## config.mk

```make
export PLATFORM = sky130hd
export DESIGN_NAME = ex_stage
export DESIGN_NICKNAME = d
export VERILOG_FILES = /design/src/rtl/ex_stage.sv
export SDC_FILE = /design/constraint.sdc
export NUM_CORES = 1
export LEC_CHECK = 0
export ABC_CLOCK_PERIOD_IN_PS = 4700
export CAP_MARGIN = 5
export CORE_ASPECT_RATIO = 0.75
export CORE_MARGIN = 2
export CORE_UTILIZATION = 39
export DETAILED_ROUTE_END_ITERATION = 8
export DONT_BUFFER_PORTS = 1
export PLACE_DENSITY = 0.55
export SLEW_MARGIN = 15
export SYNTH_ARGS = -nofsm -noshare
export SYNTH_HDL_FRONTEND = slang
export SYNTH_SLANG_ARGS = --single-unit
export TNS_END_PERCENT = 1
```

## constraint.sdc

```tcl
create_clock -name clk -period 4.7 [get_ports clk]
set_input_delay 0.235 -clock clk [delete_from_list [all_inputs] [get_ports clk]]
set_output_delay 0.235 -clock clk [all_outputs]
set_load 0.02 [all_outputs]
```

## src/rtl/ex_stage.sv

```systemverilog
// ex_stage: pipeline execute stage.
// Single-cycle ALU ops (ADD..SLTU) retire one edge after issue. Ops 14/15 are
// illegal and retire as a zero result with illegal_o set.
// Optional macro EX_MULDIV_EN: adds an iterative 32-cycle shift-add multiplier
// and restoring divider (MUL, MULHU, DIVU, REMU). While busy it holds
// stall_req_o high, and it drops stall_req_o in the final cycle.
// Without the macro, ops 10-13 are illegal single-cycle ops and stall_req_o
// is tied to 0.
module ex_stage #(
  parameter int XLEN    = 32,
  parameter int REG_AW  = 5,
  parameter int ALUOP_W = 4
) (
  input  logic               clk,
  input  logic               rst,
  input  logic               flush_i,
  input  logic               issue_i,
  input  logic [XLEN-1:0]    pc_i,
  input  logic [XLEN-1:0]    reg1_data_i,
  input  logic [XLEN-1:0]    reg2_data_i,
  input  logic [XLEN-1:0]    imm_data_i,
  input  logic               ctrl_ex_AluSrc_i,
  input  logic [ALUOP_W-1:0] alu_op_i,
  input  logic [REG_AW-1:0]  write_addr_i,
  input  logic               ctrl_wb_RegWrite_i,
  input  logic               ctrl_wb_Mem2Reg_i,
  input  logic               ctrl_mem_branch_i,
  input  logic               ctrl_mem_read_i,
  input  logic               ctrl_mem_write_i,
  output logic               valid_o,
  output logic [XLEN-1:0]    result_o,
  output logic [XLEN-1:0]    store_data_o,
  output logic [XLEN-1:0]    branch_target_o,
  output logic               zero_o,
  output logic [REG_AW-1:0]  write_addr_o,
  output logic               ctrl_wb_RegWrite_o,
  output logic               ctrl_wb_Mem2Reg_o,
  output logic               ctrl_mem_branch_o,
  output logic               ctrl_mem_read_o,
  output logic               ctrl_mem_write_o,
  output logic               stall_req_o,
  output logic               illegal_o
);

  localparam int SHW = $clog2(XLEN);

  localparam logic [ALUOP_W-1:0] OP_ADD   = ALUOP_W'(0);
  localparam logic [ALUOP_W-1:0] OP_SUB   = ALUOP_W'(1);
  localparam logic [ALUOP_W-1:0] OP_AND   = ALUOP_W'(2);
  localparam logic [ALUOP_W-1:0] OP_OR    = ALUOP_W'(3);
  localparam logic [ALUOP_W-1:0] OP_XOR   = ALUOP_W'(4);
  localparam logic [ALUOP_W-1:0] OP_SLL   = ALUOP_W'(5);
  localparam logic [ALUOP_W-1:0] OP_SRL   = ALUOP_W'(6);
  localparam logic [ALUOP_W-1:0] OP_SRA   = ALUOP_W'(7);
  localparam logic [ALUOP_W-1:0] OP_SLT   = ALUOP_W'(8);
  localparam logic [ALUOP_W-1:0] OP_SLTU  = ALUOP_W'(9);
  localparam logic [ALUOP_W-1:0] OP_MUL   = ALUOP_W'(10);
  localparam logic [ALUOP_W-1:0] OP_MULHU = ALUOP_W'(11);
  localparam logic [ALUOP_W-1:0] OP_DIVU  = ALUOP_W'(12);
  localparam logic [ALUOP_W-1:0] OP_REMU  = ALUOP_W'(13);

  logic [XLEN-1:0] opa, opb, alu_res;
  logic [SHW-1:0]  shamt;
  logic            op_ill;
  logic [4:0]      ctrl_in;

  assign opa     = reg1_data_i;
  assign opb     = ctrl_ex_AluSrc_i ? imm_data_i : reg2_data_i;
  assign shamt   = opb[SHW-1:0];
  assign ctrl_in = {ctrl_wb_RegWrite_i, ctrl_wb_Mem2Reg_i, ctrl_mem_branch_i,
                    ctrl_mem_read_i, ctrl_mem_write_i};

`ifdef EX_MULDIV_EN
  assign op_ill = (alu_op_i > OP_REMU);
`else
  assign op_ill = (alu_op_i > OP_SLTU);
`endif

  // Single-cycle ALU datapath; anything not listed yields zero
  always_comb begin
    alu_res = '0;
    case (alu_op_i)
      OP_ADD:  alu_res = opa + opb;
      OP_SUB:  alu_res = opa - opb;
      OP_AND:  alu_res = opa & opb;
      OP_OR:   alu_res = opa | opb;
      OP_XOR:  alu_res = opa ^ opb;
      OP_SLL:  alu_res = opa << shamt;
      OP_SRL:  alu_res = opa >> shamt;
      OP_SRA:  alu_res = $unsigned($signed(opa) >>> shamt);
      OP_SLT:  alu_res = {{(XLEN-1){1'b0}}, $signed(opa) < $signed(opb)};
      OP_SLTU: alu_res = {{(XLEN-1){1'b0}}, opa < opb};
      default: alu_res = '0;
    endcase
  end

`ifdef EX_MULDIV_EN
  typedef enum logic [1:0] {IDLE = 2'd0, MUL_BUSY = 2'd1, DIV_BUSY = 2'd2} state_t;

  state_t            state_q;
  logic [SHW-1:0]    cnt_q;
  // acc holds {hi, lo}: product for MUL, {remainder, quotient} for DIV
  logic [2*XLEN-1:0] acc_q, acc_d;
  logic [XLEN-1:0]   opnd_q;     // multiplicand or divisor
  logic              hi_q;       // result taken from upper half (MULHU/REMU)
  logic [XLEN-1:0]   sd_q, bt_q;
  logic [REG_AW-1:0] wa_q;
  logic [4:0]        ctrl_q;
  logic [XLEN:0]     sum, shifted;
  logic [XLEN-1:0]   md_res;
  logic              is_md, is_mul;

  assign is_md  = (alu_op_i >= OP_MUL) && (alu_op_i <= OP_REMU);
  assign is_mul = (alu_op_i == OP_MUL) || (alu_op_i == OP_MULHU);
  assign md_res = hi_q ? acc_d[2*XLEN-1:XLEN] : acc_d[XLEN-1:0];

  // One multiply (shift-add) or divide (restoring) step per cycle
  always_comb begin
    acc_d   = acc_q;
    sum     = '0;
    shifted = acc_q[2*XLEN-1:XLEN-1];
    if (state_q == MUL_BUSY) begin
      sum   = {1'b0, acc_q[2*XLEN-1:XLEN]} + (acc_q[0] ? {1'b0, opnd_q} : '0);
      acc_d = {sum, acc_q[XLEN-1:1]};
    end else if (state_q == DIV_BUSY) begin
      // divisor 0 always "fits": quotient all ones, remainder = dividend
      if (shifted >= {1'b0, opnd_q})
        acc_d = {XLEN'(shifted - {1'b0, opnd_q}), acc_q[XLEN-2:0], 1'b1};
      else
        acc_d = {acc_q[2*XLEN-2:0], 1'b0};
    end
  end

  // Stall upstream on a mul/div issue and while busy, except the final cycle
  always_comb begin
    stall_req_o = 1'b0;
    if (!rst && !flush_i) begin
      if (state_q == IDLE) stall_req_o = issue_i && is_md;
      else                 stall_req_o = (cnt_q != SHW'(XLEN-1));
    end
  end
`else
  assign stall_req_o = 1'b0;
`endif

  // Stage FSM and EX/MEM output registers
  always_ff @(posedge clk) begin
    if (rst) begin
      valid_o         <= 1'b0;
      result_o        <= '0;
      store_data_o    <= '0;
      branch_target_o <= '0;
      zero_o          <= 1'b0;
      write_addr_o    <= '0;
      illegal_o       <= 1'b0;
      {ctrl_wb_RegWrite_o, ctrl_wb_Mem2Reg_o, ctrl_mem_branch_o,
       ctrl_mem_read_o, ctrl_mem_write_o} <= '0;
`ifdef EX_MULDIV_EN
      state_q <= IDLE;
      cnt_q   <= '0;
      acc_q   <= '0;
      opnd_q  <= '0;
      hi_q    <= 1'b0;
      sd_q    <= '0;
      bt_q    <= '0;
      wa_q    <= '0;
      ctrl_q  <= '0;
`endif
    end else if (flush_i) begin
      // data outputs keep their last retired values
      valid_o   <= 1'b0;
      zero_o    <= 1'b0;
      illegal_o <= 1'b0;
      {ctrl_wb_RegWrite_o, ctrl_wb_Mem2Reg_o, ctrl_mem_branch_o,
       ctrl_mem_read_o, ctrl_mem_write_o} <= '0;
`ifdef EX_MULDIV_EN
      state_q <= IDLE;
`endif
    end else begin
      valid_o   <= 1'b0;
      illegal_o <= 1'b0;
      {ctrl_wb_RegWrite_o, ctrl_wb_Mem2Reg_o, ctrl_mem_branch_o,
       ctrl_mem_read_o, ctrl_mem_write_o} <= '0;
`ifdef EX_MULDIV_EN
      if (state_q != IDLE) begin
        acc_q <= acc_d;
        cnt_q <= cnt_q + 1'b1;
        if (cnt_q == SHW'(XLEN-1)) begin
          valid_o         <= 1'b1;
          result_o        <= md_res;
          zero_o          <= (md_res == '0);
          store_data_o    <= sd_q;
          branch_target_o <= bt_q;
          write_addr_o    <= wa_q;
          {ctrl_wb_RegWrite_o, ctrl_wb_Mem2Reg_o, ctrl_mem_branch_o,
           ctrl_mem_read_o, ctrl_mem_write_o} <= ctrl_q;
          state_q         <= IDLE;
        end
      end else
`endif
      if (issue_i) begin
`ifdef EX_MULDIV_EN
        if (is_md) begin
          state_q <= is_mul ? MUL_BUSY : DIV_BUSY;
          cnt_q   <= '0;
          acc_q   <= {{XLEN{1'b0}}, is_mul ? opb : opa};
          opnd_q  <= is_mul ? opa : opb;
          hi_q    <= (alu_op_i == OP_MULHU) || (alu_op_i == OP_REMU);
          sd_q    <= reg2_data_i;
          bt_q    <= pc_i + imm_data_i;
          wa_q    <= write_addr_i;
          ctrl_q  <= ctrl_in;
        end else
`endif
        begin
          valid_o         <= 1'b1;
          result_o        <= op_ill ? '0 : alu_res;
          zero_o          <= op_ill ? 1'b1 : (alu_res == '0);
          store_data_o    <= reg2_data_i;
          branch_target_o <= pc_i + imm_data_i;
          write_addr_o    <= write_addr_i;
          illegal_o       <= op_ill;
          {ctrl_wb_RegWrite_o, ctrl_wb_Mem2Reg_o, ctrl_mem_branch_o,
           ctrl_mem_read_o, ctrl_mem_write_o} <= ctrl_in;
        end
      end
    end
  end

endmodule

```

Yosys cells after proc, flatten, opt, wreduce, memory -nomap -nowiden

Index checks and enable logic that the tools add are counted.

Shifts and indexed selects: 3
Reduce and logical (&&, ||, !) cells: 5
Bitwise gates (word level): 5
Order comparisons: 3
Equality and inequality tests: 9
$add $sub $neg: 3
Multiplexer cells: 5

Operator list:

| operator                                             | count |
|---|---|
| case mux 32 bit (10 select lines)                    | 1 |
| adder 32 bit                                         | 2 |
| < comparator 32 bit                                  | 2 |
| two-way mux 32 bit                                   | 2 |
| bitwise AND 32 bit                                   | 1 |
| zero test 32 bit                                     | 1 |
| OR 32 bit                                            | 1 |
| << shifter 32 x 5 -> 32 bit                          | 1 |
| right shift 32 x 5 -> 32 bit                         | 1 |
| >>> shifter 32 x 5 -> 32 bit                         | 1 |
| subtractor 32 bit                                    | 1 |
| bitwise XOR 32 bit                                   | 1 |
| equality test 4 x 3 -> 1 bit (second input constant) | 4 |
| equality test 4 x 2 -> 1 bit (second input constant) | 2 |
| equality test 4 bit (second input constant)          | 2 |
| equality test 4 x 1 -> 1 bit (second input constant) | 1 |
| > comparator 4 bit (second input constant)           | 1 |
| zero test 4 bit                                      | 1 |
| OR reduction 3 bit                                   | 1 |
| two-way mux 1 bit                                    | 2 |
| inverter 1 bit                                       | 2 |
| AND reduction 2 bit                                  | 1 |
| OR reduction 2 bit                                   | 1 |

Register bits after elaboration: 109
Output and inout bits: 110
Input bits: 147
Logic and storage cells: 45

Longest topological paths before layout

Gate-level depths: netlist of run 1.

Word-level depth: 5
Mapped depth: 21

Worst setup path after synthesis of run 1

Ideal clock, no wire load.

Path type: in2reg
Start point: in ctrl_ex_AluSrc_i
End point: reg zero_o
Arrival: 4668 ps
Slack: -26 ps
Required time: 4642 ps
Cell stages on the path: 21
Buffers on the path: 4
Cells stage by stage: mux2i_1 inv_2 buf_2 buf_4 buf_4 buf_2 ha_1 inv_1 fa_1 nor2b_1 o211ai_1 a2111oi_2 o31ai_2 a21oi_1 o311a_1 or4_1 o22a_1 or3_1 nor4_1 nand2_1 nand2_1

Word-level cells in the longest chain between the ends: 5
Elaborated cells between the ends (all ways): 14
Those cells by class: 2 x add/sub; 2 x order compare; 3 x shift; 3 x mux; 3 x bitwise; 1 x reduce/logical

RTL lines:

| element                                         | RTL line | text |
|---|---|---|
| start, declared                                 | 22       | `input logic ctrl_ex_AluSrc_i,` |
| two-way mux 32 bit *                            | 68       | `assign opb = ctrl_ex_AluSrc_i ? imm_data_i : reg2_data_i;` |
| subtractor 32 bit, or another cell as far along | 84       | `OP_SUB: alu_res = opa - opb;` |
| case mux 32 bit (10 select lines) *             | 82       | `case (alu_op_i)` |
| zero test 32 bit *                              | 218      | `zero_o <= op_ill ? 1'b1 : (alu_res == '0);` |
| two-way mux 1 bit *                             | 218      |  |
| end signal, assigned                            | 218      |  |
| end, declared                                   | 34       | `output logic zero_o,` |

Every way passes the cells marked *; elsewhere a longest branch is shown, timed or not.
A chain may end at the register's enable or synchronous reset.

Worst setup path after layout of run 1

Same ends and word-level chain as after synthesis.

==> impl_metrics.toml, run 1 <==
[sta]
fmax_mhz = 233
slew-limit-headroom = 0.187
grt_setup_unrepaired = "false"
slew_viol_final = 0
fin_crit_ps = 4300
setup_tns_ps = 0
hold_ws_ps = 5.23
hold_viol_final = 0
fin_skew_ps = 0
setup_viol = 0
fin_crit_sh = 0.915
tightestPinTransition_ps = 1210

[placement]
hpwlAfterDp_mm = 60.6
gp_congestion = 1.02
place_inst = 2523
portBuffers = 0

[worst_setup_path]
critPathMaxFanout = 39
cp-start-kind = "primary input"
path_cells = "mux2i_1 -> ha_1 -> nor2_1 -> a221oi_2 -> a2111oi_2 -> buf_4 -> o31ai_2 -> a21oi_1 -> o311a_1 -> or4_1 -> o22a_1 -> or3_1 -> nor4_1 -> nand2_1 -> nand2_1"
critical_path_arrival_ps = 4620
crit_slowest_cell = "mux2i_1"
cp_slowest_stage_delay_ps = 620
cp.required_ps = 5020
cp_top_family = "compound AO/OA/AOI/OAI gates"
cpMostUsedCell = "nand2_1"
r2r_slack_ps = 1860
worstReg2RegEnd = "zero_o$_SDFFE_PP0P_"
r2r_start = "zero_o$_SDFFE_PP0P_"
critical_path_class = "in2reg"
end_kind = "register"
ff2ff_path_depth = 9
worst-path-buf-inv = 1

[synth]
synthDistinctLibCells = 101
syn_inst = 2071
ys_seq_area_frac = 0.142
async_flop_share = 0
syn-num-nets = 2352
synth_area_per_cell_sq_um = 7.42
synth_edf_count = 0
ys_seq_elements = 109
ys_warn_count = 0
synth_area_sq_mm = 0.0154
synth_ff_type = "dfxtp_1"

[layout]
finish.utilization = 0.434
drive_gt1_frac = 0.105
multi_input_area_sq_mm = 0.0121
nNetsFinal = 2330
final_cells = 2568
areaGrowthSynthToFinish_pct = 8.84
regArea_sq_mm = 0.00218
fillerInstances = 4005

[drt]
drtIter0Drc = 2579
wl_met1_mm = 33.5
drc = 0
wl_met2_mm = 32.9
final_antenna_net_count = 0
wirelength_mm = 77.0
drt-wirelength-per-cell_microns = 30.0
wl_met3_mm = 8.26
viasPerCell = 6.81
drtPass1Iterations = 6
highest_layer = "met4"
dr_total_vias = 17500

[hold_path]
hp-class = "in2reg"
min_path_cells = 1
min_from = "ctrl_mem_write_i"
worst_hold_path.endpoint = "ctrl_mem_write_o$_SDFF_PP0_"

[run_status]
status = "complete, no violations"

[clock_network]
cts.path.max_buffers = 2
clk_pin_slew_worst_paths_ps = 90
root_buffer = "clkbuf_16"
clkSinkCount = 109
cts_tree = "yes"
cts_resized = 0
insertion_delay_ps = 370
numCtsBuffers = 9
cts_max_level = 3

[floorplan]
dieArea_sq_mm = 0.0410
rows = 62
fp.dieW_microns = 233
io_pins = 257
die_h_microns = 176
core_area_sq_mm = 0.0386
start_util = 0.399

[flow_run]
maxCapViolations = 0

[global_route]
antenna_found_initial = 2
grt_max_degree = 99
grt_pass1_vias = 16100
grt_pass1_wl_mm = 111
track_usage = 0.364
overflow = 0

[power]
p_per_area_mw_per_mm2 = 235
ir_drop_uv = 176
power_mw = 3.93
leakage_nw = 6.82
-- how the worst max path moves through the flow --
stage / startpoint / end / slack [ps] / cells past startpoint
2_1_floorplan: ctrl_ex_AluSrc_i / zero_o$_SDFFE_PP0P_ / 60 / 21
3_3_place_gp: ctrl_ex_AluSrc_i / zero_o$_SDFFE_PP0P_ / 190 / 18
3_5_place_dp: ctrl_ex_AluSrc_i / zero_o$_SDFFE_PP0P_ / 160 / 18
4_1_cts: ctrl_ex_AluSrc_i / zero_o$_SDFFE_PP0P_ / 530 / 18
5_1_grt: ctrl_ex_AluSrc_i / zero_o$_SDFFE_PP0P_ / 260 / 18
6_report: ctrl_ex_AluSrc_i / zero_o$_SDFFE_PP0P_ / 400 / 15
-- report_power, final --
| group | switching [mW] | internal (mW) | total, mW |
|---|---|---|---|
| logic | 1.27 | 0.760 | 2.03 |
| clock network | 0.430 | 0.381 | 0.811 |
| registers | 0.117 | 0.980 | 1.10 |
| total | 1.81 | 2.12 | 3.93 |
-- placed cells by master, fill, tap and decap left out, types with 18 or more instances in the layout --
master	Yosys	final
xnor2_1	18	18
nor3_1	51	51
nand4_1	18	18
nand2b_1	20	19
buf_4	9	92
nand2_1	252	252
nor4_1	23	22
o22ai_1	22	22
mux2i_1	97	95
a21o_1	30	30
and3_1	22	22
a21oi_1	192	192
ha_1	131	131
o21ai_0	88	88
o211ai_1	34	34
inv_1	103	103
a31oi_1	25	25
dlygate4sd3_1	0	26
mux4_2	53	53
dfxtp_1	109	109
a211oi_1	56	56
nand3_1	43	43
nor2_1	193	193
-- logic make-up after synthesis --
group | after synthesis | synth area share
flip-flops | 109 | 0.142
other | 1 | 0.000244
adder cells (fa/ha/maj) | 134 | 0.111
AND/OR/NAND/NOR | 720 | 0.221
buffers and inverters | 266 | 0.0736
multiplexers | 157 | 0.148
AO/OA/AOI/OAI | 657 | 0.290
XOR/XNOR | 27 | 0.0154
-- per-stage QoR --
stage                     area, sq um  worst slack (ps)
after detailed placement        16100               160
after global routing            16700               265
after CTS                       16700               535
after global placement          16100               188
final                           16700               399
after floorplan                 15400              55.7
-- synth_stat cells, types with 13 or more instances --
cell      number  share of area
a211oi_1      56          0.027
a21o_1        30          0.015
a21oi_1      192          0.063
a221oi_1      14         0.0080
a22oi_1       14         0.0068
a31oi_1       25          0.010
and3_1        22         0.0090
buf_1         18         0.0044
buf_2         21         0.0068
clkbuf_1      99          0.024
dfxtp_1      109           0.14
ha_1         131           0.11
inv_1        103          0.025
mux2i_1       97          0.063
mux4_2        53          0.078
nand2_1      252          0.062
nand2b_1      20         0.0081
nand3_1       43          0.014
nand4_1       18         0.0073
nor2_1       193          0.047
nor2b_1       18         0.0073
nor3_1        51          0.017
nor4_1        23         0.0094
o211ai_1      34          0.017
o21ai_0       88          0.029
o221ai_1      14         0.0080
o22ai_1       22         0.0090
o31ai_1       15         0.0073
or3_1         13         0.0053
xnor2_1       18          0.010
-- per-layer routing --
layer / track usage / vias up
li1: - / 7702
met1: 0.520 / 8500
met2: 0.544 / 1157
met3: 0.0830 / 137
met4: 0.103 / 0
met5: 0 / -
-- cell type report --
class                      count  share of cell area
inverter                     110              0.0250
multi-input combinational   1696               0.725
clock inverter                 7             0.00464
timing repair buffer         123              0.0633
sequential                   109               0.130
clock buffer                   9              0.0135
tap                          512              0.0383
antenna                        2            0.000299
-- registers in the layout, summed over array words and instances (netlist names) --
name / flops
ctrl_mem_read_o: 1
ctrl_wb_Mem2Reg_o: 1
illegal_o: 1
ctrl_wb_RegWrite_o: 1
valid_o: 1
branch_target_o: 32
store_data_o: 32
write_addr_o: 5
ctrl_mem_branch_o: 1
zero_o: 1
ctrl_mem_write_o: 1
result_o: 32
-- repair_timing --
item                                   4_1_cts  5_1_grt
endpoints found under the hold margin       98        0
hold buffers                                27        0
setup buffers                                0        0
(Power assumes the default switching activity.)
==> inputs of run 2 (changes only) <==
--- a/config.mk
+++ b/config.mk
@@ -13,6 +13,7 @@
 export DETAILED_ROUTE_END_ITERATION = 8
 export DONT_BUFFER_PORTS = 1
 export PLACE_DENSITY = 0.55
+export REMOVE_ABC_BUFFERS = 1
 export SLEW_MARGIN = 15
 export SYNTH_ARGS = -nofsm -noshare
 export SYNTH_HDL_FRONTEND = slang
==> impl_metrics.toml, run 2 (synthesized netlist as in run 1, its figures left out) <==
[layout]
areaGrowthSynthToFinish_pct = 10.8
reg_top3 = "branch_target_o x32, result_o x32, store_data_o x32"
drive_gt1_frac = 0.110
finish.utilization = 0.442
final_cell_mix = "nand2_1, nor2_1, a21oi_1"
design_area_sq_mm = 0.0170
fillerInstances = 3948
nNetsFinal = 2360
final_common_cell = "nand2_1"
final_cells = 2597

[floorplan]
dieArea_sq_mm = 0.0410
die_h_microns = 176
core_area_sq_mm = 0.0386
io_pins = 257
start_util = 0.399
fp.dieW_microns = 233
rows = 62

[drt]
drc = 0
drt-wirelength-per-cell_microns = 29.6
drtPass1Iterations = 6
drtIter0Drc = 2525
dr_total_vias = 17700
viasPerCell = 6.83
wirelength_mm = 76.8
final_antenna_net_count = 0

[placement]
gp_congestion = 1.04
place_inst = 2536
place_ws_ps = 72.2
hpwlAfterDp_mm = 58.6
place_area_sq_mm = 0.0162
portBuffers = 0

[sta]
hold_ws_ps = 71.3
fin_crit_ps = 4450
setup_viol = 0
fin_skew_ps = 0
fmax_mhz = 225
setup_slack_ps = 254
fin_crit_sh = 0.946
grt_setup_unrepaired = "false"
setup_tns_ps = 0
slew_viol_final = 0
slew-limit-headroom = 0.173
tightestPinTransition_ps = 1220
hold_viol_final = 0

[clock_network]
numCtsBuffers = 9
cts_max_level = 3
cts_tree = "yes"
clkSinkCount = 109
root_buffer = "clkbuf_16"
insertion_delay_ps = 420
clk_pin_slew_worst_paths_ps = 90
cts.path.max_buffers = 2
cts_resized = 0

[worst_setup_path]
cp.required_ps = 5060
r2r_slack_ps = 1760
critPathMaxFanout = 39
end_kind = "register"
ff2ff_path_depth = 10
critical_path_class = "in2reg"
worstReg2RegEnd = "zero_o$_SDFFE_PP0P_"
critical_path_arrival_ps = 4800
cp-start-kind = "primary input"
r2r_start = "zero_o$_SDFFE_PP0P_"

[global_route]
grt_pass1_wl_mm = 112
overflow = 0
grt_max_degree = 99
track_usage = 0.367
antenna_found_initial = 6
grt_pass1_vias = 16600

[power]
power_mw = 4.03
ir_drop_uv = 187
p_per_area_mw_per_mm2 = 237
leakage_nw = 6.97

[run_status]
status = "complete, no violations"

[hold_path]
hp-class = "in2reg"
min_path_cells = 2
worst_hold_path.endpoint = "illegal_o$_SDFF_PP0_"
min_from = "alu_op_i[2]"

[flow_run]
maxCapViolations = 0
## run 2: cell types whose count changed in the layout (fill, tap and decap cells not counted), sizes merged
cell / previous run / this run
diode: 2 / 1
dlygate4sd3: 26 / 43
inv: 113 / 115
clkinv: 4 / 2
buf: 97 / 110
## run 2: final cells by class
cell class              instances  area [sq um]  area share
clock buffers                   9           225      0.0132
diodes                          1          2.50    0.000147
inverters                     110           418      0.0245
flip-flops and latches        109          2180       0.128
well taps                     512           641      0.0376
clock inverters                 7          96.3     0.00566
multi-input cells            1696         12100       0.713
repair buffers                153          1310      0.0772
## run 2: routing by layer
layer,GRT usage,part of all wire,up-vias
met5,0,0.00038,-
met2,0.516,0.40,1265
li1,-,-,7759
met1,0.522,0.42,8551
met3,0.135,0.15,149
met4,0.0990,0.029,4
## run 2: power breakdown
group          switching, mW  internal [mW]  leakage [nW]  total, mW
registers              0.112          0.980         0.893       1.09
clock network          0.491          0.396         0.156      0.887
logic                   1.26          0.790          5.92       2.05
total                   1.87           2.17          6.97       4.03
## run 2: how the worst max path moves through the flow
stage / from / endpoint / slack (ps) / cells after the start
after floorplan: ctrl_ex_AluSrc_i / zero_o$_SDFFE_PP0P_ / -3320 / 16
after global placement: ctrl_ex_AluSrc_i / zero_o$_SDFFE_PP0P_ / 150 / 15
after detailed placement: ctrl_ex_AluSrc_i / zero_o$_SDFFE_PP0P_ / 70 / 14
after CTS: ctrl_ex_AluSrc_i / zero_o$_SDFFE_PP0P_ / 490 / 14
after global routing: ctrl_ex_AluSrc_i / zero_o$_SDFFE_PP0P_ / 120 / 15
final: ctrl_ex_AluSrc_i / zero_o$_SDFFE_PP0P_ / 250 / 16
## run 2: repair_timing
action / CTS / global route
hold buffers: 44 / 0
buffers inserted: 0 / 0
endpoints found under the hold margin: 103 / 0
## run 2: critical path: stages
cell and delay (ps):
mux2i_2 600, inv_2 80, ha_1 300, nor3_1 200, o21ai_0 270, buf_4 240, a31oi_1 180, xnor2_1 210
nor2_1 80, or4_1 650, nor4_1 730, buf_4 230, nand4_1 150, nor4_1 370, nand2_1 100, nand2_1 70
